## src/rtl/regbank_wb_arbiter_pkg.sv

```systemverilog
// Shared processor constants for the register-bank writeback path.
package regbank_wb_arbiter_pkg;

  localparam int unsigned NUM_REGS = 16;
  localparam int unsigned DATA_W   = 32;
  localparam int unsigned ADDR_W   = 4;

  // Writeback requester identifiers; also the encoding of the last-grant register.
  typedef enum logic {
    REQ_A = 1'b0,
    REQ_B = 1'b1
  } req_id_e;

endpackage

```

## src/rtl/regbank_wb_arbiter_if.sv

```systemverilog
// Bus bundle for the writeback arbiter: two writeback requesters, issue port,
// hazard-check reads, register-bank write port and scoreboard view.
interface regbank_wb_arbiter_if
  import regbank_wb_arbiter_pkg::*;
#(
  parameter int unsigned NUM_REGS = regbank_wb_arbiter_pkg::NUM_REGS,
  parameter int unsigned DATA_W   = regbank_wb_arbiter_pkg::DATA_W,
  parameter int unsigned ADDR_W   = regbank_wb_arbiter_pkg::ADDR_W
) ();

  logic                a_valid;
  logic                a_ready;
  logic [ADDR_W-1:0]   a_dest;
  logic [DATA_W-1:0]   a_data;

  logic                b_valid;
  logic                b_ready;
  logic [ADDR_W-1:0]   b_dest;
  logic [DATA_W-1:0]   b_data;

  logic                issue_valid;
  logic                issue_ready;
  logic [ADDR_W-1:0]   issue_dest;

  logic [ADDR_W-1:0]   srcadd1;
  logic [ADDR_W-1:0]   srcadd2;
  logic                src1_busy;
  logic                src2_busy;

  logic [ADDR_W-1:0]   wr_dest;
  logic [DATA_W-1:0]   wr_data;
  logic                wr_en;
  logic [NUM_REGS-1:0] busy_vec;

  // Requesters, issue stage and register bank side.
  modport master (
    output a_valid, a_dest, a_data,
    input  a_ready,
    output b_valid, b_dest, b_data,
    input  b_ready,
    output issue_valid, issue_dest,
    input  issue_ready,
    output srcadd1, srcadd2,
    input  src1_busy, src2_busy,
    input  wr_dest, wr_data, wr_en, busy_vec
  );

  // Arbiter side.
  modport slave (
    input  a_valid, a_dest, a_data,
    output a_ready,
    input  b_valid, b_dest, b_data,
    output b_ready,
    input  issue_valid, issue_dest,
    output issue_ready,
    input  srcadd1, srcadd2,
    output src1_busy, src2_busy,
    output wr_dest, wr_data, wr_en, busy_vec
  );

endinterface

```

## src/rtl/regbank_wb_arbiter_rr_arbiter2.sv

```systemverilog
// Two-way round-robin grant with a last-grant register.
module rr_arbiter2
  import regbank_wb_arbiter_pkg::*;
(
  input  logic       clk,
  input  logic       reset,
  input  logic [1:0] req,    // bit 0 = A, bit 1 = B
  output logic [1:0] gnt_c   // combinational one-hot grant
);

  req_id_e last_q;
  req_id_e last_d;

  // Last-grant register; B after reset so A wins the first tie.
  always_ff @(posedge clk) begin
    if (reset) begin
      last_q <= REQ_B;
    end else begin
      last_q <= last_d;
    end
  end

  // Grant from requests and last grant; a grant is always a transfer since ready == grant.
  always_comb begin
    gnt_c  = 2'b00;
    last_d = last_q;
    if (!reset) begin
      if (req[0] && (!req[1] || last_q == REQ_B)) begin
        gnt_c[0] = 1'b1;
      end else if (req[1]) begin
        gnt_c[1] = 1'b1;
      end
    end
    if (gnt_c[0]) begin
      last_d = REQ_A;
    end else if (gnt_c[1]) begin
      last_d = REQ_B;
    end
  end

endmodule

```

## src/rtl/regbank_wb_arbiter.sv

```systemverilog
// Writeback arbiter for the register bank: round-robin between ALU (A) and
// load unit (B), registered write port, and a pending-write scoreboard.
module regbank_wb_arbiter
  import regbank_wb_arbiter_pkg::*;
#(
  parameter int unsigned NUM_REGS = regbank_wb_arbiter_pkg::NUM_REGS,
  parameter int unsigned DATA_W   = regbank_wb_arbiter_pkg::DATA_W,
  parameter int unsigned ADDR_W   = regbank_wb_arbiter_pkg::ADDR_W
) (
  input  logic                 clk,
  input  logic                 reset,
  regbank_wb_arbiter_if.slave  bus
);

  logic [1:0]          gnt_c;
  logic                xfer_a;
  logic                xfer_b;
  logic                issue_fire;
  logic [NUM_REGS-1:0] busy_q;
  logic [NUM_REGS-1:0] busy_d;
  logic [NUM_REGS-1:0] clr_mask;
  logic [NUM_REGS-1:0] set_mask;
  logic                wr_en_q;
  logic [ADDR_W-1:0]   wr_dest_q;
  logic [DATA_W-1:0]   wr_data_q;

  rr_arbiter2 u_arb (
    .clk   (clk),
    .reset (reset),
    .req   ({bus.b_valid, bus.a_valid}),
    .gnt_c (gnt_c)
  );

  assign bus.a_ready = gnt_c[0];
  assign bus.b_ready = gnt_c[1];
  assign xfer_a      = bus.a_valid & gnt_c[0];
  assign xfer_b      = bus.b_valid & gnt_c[1];

  // Hazard views read the scoreboard directly; no bypass from the write in flight.
  assign bus.issue_ready = ~busy_q[bus.issue_dest];
  assign bus.src1_busy   = busy_q[bus.srcadd1];
  assign bus.src2_busy   = busy_q[bus.srcadd2];
  assign issue_fire      = bus.issue_valid & bus.issue_ready;

  // Scoreboard next state: writeback clears first, then an accepted issue sets.
  always_comb begin
    clr_mask = '0;
    set_mask = '0;
    if (xfer_a) begin
      clr_mask = NUM_REGS'(1) << bus.a_dest;
    end else if (xfer_b) begin
      clr_mask = NUM_REGS'(1) << bus.b_dest;
    end
    if (issue_fire) begin
      set_mask = NUM_REGS'(1) << bus.issue_dest;
    end
    busy_d = (busy_q & ~clr_mask) | set_mask;
  end

  // Scoreboard and registered write port; wr_dest/wr_data hold between pulses.
  always_ff @(posedge clk) begin
    if (reset) begin
      busy_q    <= '0;
      wr_en_q   <= 1'b0;
      wr_dest_q <= '0;
      wr_data_q <= '0;
    end else begin
      busy_q  <= busy_d;
      wr_en_q <= xfer_a | xfer_b;
      if (xfer_a) begin
        wr_dest_q <= bus.a_dest;
        wr_data_q <= bus.a_data;
      end else if (xfer_b) begin
        wr_dest_q <= bus.b_dest;
        wr_data_q <= bus.b_data;
      end
    end
  end

  assign bus.wr_en    = wr_en_q;
  assign bus.wr_dest  = wr_dest_q;
  assign bus.wr_data  = wr_data_q;
  assign bus.busy_vec = busy_q;

endmodule
```

## src/flat_wrapper.sv

```systemverilog
// flat-port wrapper written by rule: the top's interface ports become plain ports
module regbank_wb_arbiter_flat import regbank_wb_arbiter_pkg::*;
#(
  parameter int unsigned NUM_REGS = regbank_wb_arbiter_pkg::NUM_REGS,
  parameter int unsigned DATA_W   = regbank_wb_arbiter_pkg::DATA_W,
  parameter int unsigned ADDR_W   = regbank_wb_arbiter_pkg::ADDR_W
)
  (clk, reset, bus_a_valid, bus_a_dest, bus_a_data, bus_a_ready, bus_b_valid, bus_b_dest, bus_b_data, bus_b_ready, bus_issue_valid, bus_issue_dest, bus_issue_ready, bus_srcadd1, bus_srcadd2, bus_src1_busy, bus_src2_busy, bus_wr_dest, bus_wr_data, bus_wr_en, bus_busy_vec);
  regbank_wb_arbiter_if #(.NUM_REGS(NUM_REGS), .DATA_W(DATA_W), .ADDR_W(ADDR_W)) bus_i ();
  input  logic clk;
  input  logic reset;
  input wire logic [$bits(bus_i.a_valid)-1:0] bus_a_valid;
  input wire logic [$bits(bus_i.a_dest)-1:0] bus_a_dest;
  input wire logic [$bits(bus_i.a_data)-1:0] bus_a_data;
  output wire logic [$bits(bus_i.a_ready)-1:0] bus_a_ready;
  input wire logic [$bits(bus_i.b_valid)-1:0] bus_b_valid;
  input wire logic [$bits(bus_i.b_dest)-1:0] bus_b_dest;
  input wire logic [$bits(bus_i.b_data)-1:0] bus_b_data;
  output wire logic [$bits(bus_i.b_ready)-1:0] bus_b_ready;
  input wire logic [$bits(bus_i.issue_valid)-1:0] bus_issue_valid;
  input wire logic [$bits(bus_i.issue_dest)-1:0] bus_issue_dest;
  output wire logic [$bits(bus_i.issue_ready)-1:0] bus_issue_ready;
  input wire logic [$bits(bus_i.srcadd1)-1:0] bus_srcadd1;
  input wire logic [$bits(bus_i.srcadd2)-1:0] bus_srcadd2;
  output wire logic [$bits(bus_i.src1_busy)-1:0] bus_src1_busy;
  output wire logic [$bits(bus_i.src2_busy)-1:0] bus_src2_busy;
  output wire logic [$bits(bus_i.wr_dest)-1:0] bus_wr_dest;
  output wire logic [$bits(bus_i.wr_data)-1:0] bus_wr_data;
  output wire logic [$bits(bus_i.wr_en)-1:0] bus_wr_en;
  output wire logic [$bits(bus_i.busy_vec)-1:0] bus_busy_vec;
  assign bus_i.a_valid = bus_a_valid;
  assign bus_i.a_dest = bus_a_dest;
  assign bus_i.a_data = bus_a_data;
  assign bus_a_ready = bus_i.a_ready;
  assign bus_i.b_valid = bus_b_valid;
  assign bus_i.b_dest = bus_b_dest;
  assign bus_i.b_data = bus_b_data;
  assign bus_b_ready = bus_i.b_ready;
  assign bus_i.issue_valid = bus_issue_valid;
  assign bus_i.issue_dest = bus_issue_dest;
  assign bus_issue_ready = bus_i.issue_ready;
  assign bus_i.srcadd1 = bus_srcadd1;
  assign bus_i.srcadd2 = bus_srcadd2;
  assign bus_src1_busy = bus_i.src1_busy;
  assign bus_src2_busy = bus_i.src2_busy;
  assign bus_wr_dest = bus_i.wr_dest;
  assign bus_wr_data = bus_i.wr_data;
  assign bus_wr_en = bus_i.wr_en;
  assign bus_busy_vec = bus_i.busy_vec;
  regbank_wb_arbiter #(.NUM_REGS(NUM_REGS), .DATA_W(DATA_W), .ADDR_W(ADDR_W)) u_core (.clk(clk), .reset(reset), .bus(bus_i));
endmodule
```

## config.mk

```make
export PLATFORM = sky130hd
export DESIGN_NAME = regbank_wb_arbiter_flat
export DESIGN_NICKNAME = d
export VERILOG_FILES = /design/src/rtl/regbank_wb_arbiter_pkg.sv /design/src/rtl/regbank_wb_arbiter_if.sv /design/src/rtl/regbank_wb_arbiter_rr_arbiter2.sv /design/src/rtl/regbank_wb_arbiter.sv /design/src/flat_wrapper.sv
export SDC_FILE = /design/constraint.sdc
export NUM_CORES = 1
export LEC_CHECK = 0
export ABC_AREA = 0
export CAP_MARGIN = 20
export CORE_MARGIN = 2
export CORE_UTILIZATION = 36
export CTS_BUF_LIST = sky130_fd_sc_hd__clkbuf_16
export DETAILED_ROUTE_END_ITERATION = 7
export GPL_ROUTABILITY_DRIVEN = 0
export GPL_TIMING_DRIVEN = 0
export PLACE_DENSITY_LB_ADDON = 0.3
export SLEW_MARGIN = 5
export SYNTH_ARGS = -nofsm -noshare
export SYNTH_HDL_FRONTEND = slang
export SYNTH_HIERARCHICAL = 1
export SYNTH_SLANG_ARGS = --single-unit
```

## constraint.sdc

```tcl
create_clock -name clk -period 1.55 [get_ports clk]
set_input_delay 0.155 -clock clk [delete_from_list [all_inputs] [get_ports clk]]
set_output_delay 0.155 -clock clk [all_outputs]
set_load 0.1 [all_outputs]
```

==> impl_metrics.csv <==
group,metric,value,unit
global_routing,grt_pass1_wl,16100,µm
routing,drt_iter0_markers,207,
sta,relSlewSlack,0.369,
sta,final_hold_viol_count,0,
sta,fin_skew,0.00469,ns
routing,drc_errors,0,
sta,rsz0062_at_grt,"true",
sta,setup_violations,22,
sta,setup_ws,-0.380,ns
global_routing,grt_max_degree,17,
yosys,synth_seq_cells,54,
final_layout,syn2layout_area_growth,90.8,%
die,die_h,92.7,µm
yosys,yosys-top-cells-area,"dfxtp_1 38%, a311oi_1 11%, nand2_1 11%, mux4_2 8.0%, nor2_1 5.0%",
critical_path,path_max_fanout,5,
worst_hold_path,min-delay-start,"bus_a_dest[3]",
global_routing,grt_pass1_vias,3304,
global_routing,antenna_found_initial,0,
yosys,yosysTopAreaCell,"dfxtp_1",
die,die-area,8590,µm²
power,p_sw,1490,µW
cts,clk_latency,0.29,ns
routing,wl,11200,µm
worst_hold_path,hp-class,"primary input to flip-flop",
power,p_int,2530,µW
critical_path,reg2regPathDepth,6,
worst_hold_path,holdPathStages,3,
cts,cts_tree,"built",
critical_path,start_kind,"flip-flop",
yosys,synth_common_cells,"80 x nand2_1, 54 x dfxtp_1, 38 x nor2_1",
critical_path,cp-startpoint,"u_core/bus.busy_vec[0]$_SDFF_PP0_",
place,dp_slack,-1.29,ns
yosys,ys_dominant_reg_cell,"dfxtp_1",
cts,htreeDepth,2,
die,die-width,92.7,µm
job,cap_viol_max_count,0,
yosys,yosysMostFrequentCell,"nand2_1",
critical_path,critPathRequiredTime,1.39,ns
critical_path,rr_startpoint,"u_core/u_arb/last_q$_SDFFE_PP1P_",
yosys,ys_async_sr_fraction,0,
die,rows,32,
final_layout,utilization,0.703,
power,swShare,0.371,
sta,period_minus_slack,1.93,ns
yosys,syn-cell-area,2830,µm²
cts,clk_pin_slew,0.07,ns
routing,firstDrtPassIters,4,
yosys,synth_cell_types,42,
yosys,syn_nets,420,
cts,clkSinkCount,54,
final_layout,final_nets,579,
place,portBuffers,142,
power,p_per_area,745,nW/µm²
sta,fmax,518,MHz
power,power,4030,µW
final_layout,antennaDiodeCount,0,
die,core_area,7690,µm²
yosys,avgSynthCellArea,8.55,µm²
cts,root_buffer,"clkbuf_16",
critical_path,arrival,1.78,ns
routing,postRouteAntennaNets,0,
cts,cts_buffer_depth,2,
routing,route.vias.total,3368,
cts,hold_buffers,0,
routing,wl_per_cell,18.9,µm
yosys,synth-edff-count,0,
yosys,syn_inst,331,
power,pwr-share-seq,0.371,
die,ios,147,
global_routing,globalRouteTotalUtil,0.233,
yosys,yosysWarnings,6,
global_routing,overflow,0,
sta,worst_slew_pin_slew,0.951,ns
critical_path,worstSetupPathType,"flip-flop to primary output",
critical_path,worstSetupEndpointType,"primary output",
sta,slew_violations,0,
power,p_clk_frac,0.272,
power,combPwrFrac,0.358,
sta,whs,0.286,ns
place,place_hpwl,7420,µm
sta,post-route-period-util,1.25,
yosys,synth_seq_area_share,0.382,
routing,drt-vias-per-instance,5.68,
final_layout,layout-drive-gt1-share,0.442,
power,p_leak,0.00191,µW
power,peakVddDrop,0.536,mV
status,failed_checks,"negative setup slack",
die,start_util,0.368,
yosys,synth_top_area_frac,0.382,
cts,cts_buffers,5,
status,status,"finished with violations",
==> power groups by stage <==
stage / clock (µW) / sequential, µW / combinational [µW]
global route: 1170 / 1500 / 1490
global placement: 0 / 1520 / 1280
finish: 1090 / 1490 / 1440
detailed placement: 0 / 1520 / 1290
floorplan: 0 / 2030 / 310
CTS: 1100 / 1490 / 1340
==> routing by layer <==
layer,GRT usage,up-vias,part of all wire
met1,0.270,1610,0.38
met3,0.0765,20,0.10
met4,0.0748,0,0.023
li1,-,1549,-
met2,0.406,189,0.49
met5,0,-,0
==> state kept, by name (all words and copies together), names as in the netlist <==
signal               cells
u_core/bus.wr_data      32
u_core/bus.busy_vec     16
u_core/bus.wr_dest       4
u_core/bus.wr_en         1
u_core/u_arb/last_q      1
==> critical path, cell delays in order, from the launching register on <==
cell and delay [ns]:
dfxtp_4 0.37, mux4_2 0.48, mux2_4 0.30, o21ai_4 0.15, buf_12 0.19
==> layout by cell type, fill, tap and decap left out, types with 3 or more instances in the layout <==
cell type / n
clkbuf_16: 8
clkbuf_2: 8
mux4_2: 12
o21ai_1: 9
a311oi_1: 12
nand4b_1: 3
dfxtp_4: 17
o2111ai_1: 5
o22ai_2: 3
nand2_2: 19
buf_12: 5
nand2_1: 48
buf_8: 4
or2_4: 3
clkbuf_1: 3
nand2b_1: 3
a311oi_2: 24
nor2_1: 36
inv_1: 4
buf_6: 4
nor2b_1: 4
nand4_1: 4
clkdlybuf4s50_1: 79
nor2b_4: 3
clkdlybuf4s15_2: 53
dfxtp_1: 37
nand2_4: 13
nor3_1: 3
buf_4: 6
dlygate4sd2_1: 5
o22ai_1: 3
==> cells by family after synthesis <==
group	after synthesis	synth area share
AND/OR/NAND/NOR	156	0.250
AO/OA/AOI/OAI	76	0.209
flip-flops	54	0.382
buffers and inverters	29	0.0464
multiplexers	16	0.113
==> layout make-up <==
| cell class | count | area [µm²] |
|---|---|---|
| Timing Repair Buffer | 153 | 1650 |
| Fill cell | 557 | 2290 |
| Sequential cell | 54 | 1140 |
| Clock inverter | 3 | 16.3 |
| Tap cell | 102 | 128 |
| Inverter | 4 | 15.0 |
| Buffer | 24 | 220 |
| Multi-Input combinational cell | 248 | 2100 |
| Clock buffer | 5 | 125 |
==> path summary, 6_finish.rpt <==
check / slack (ns) / endpoint
setup reg to reg: -0.15 / u_core/bus.busy_vec[2]$_SDFF_PP0_
hold reg to reg: 0.49 / u_core/bus.wr_data[19]$_SDFFE_PP0P_
hold / removal: 0.29 / u_core/bus.wr_dest[3]$_SDFFE_PP0P_
setup / recovery: -0.38 / bus_issue_ready
==> metrics by stage <==
step,setup TNS [ns],instance area [µm²],cells
after floorplan,-36.38,3000,331
after global placement,-48.52,4540,575
after detailed placement,-49.68,4540,575
after CTS,-4.05,5030,591
after global routing,-3.84,5400,593
final,-2.24,5400,593
==> timing repair <==
action                                  CTS  global route
pin swaps                                35            49
endpoints found under the setup margin  111            56
gates resized for setup                 256            93
cloned                                    2             1
buffers inserted                          6             3
No activity file was read; power rests on OpenSTA's default activity.
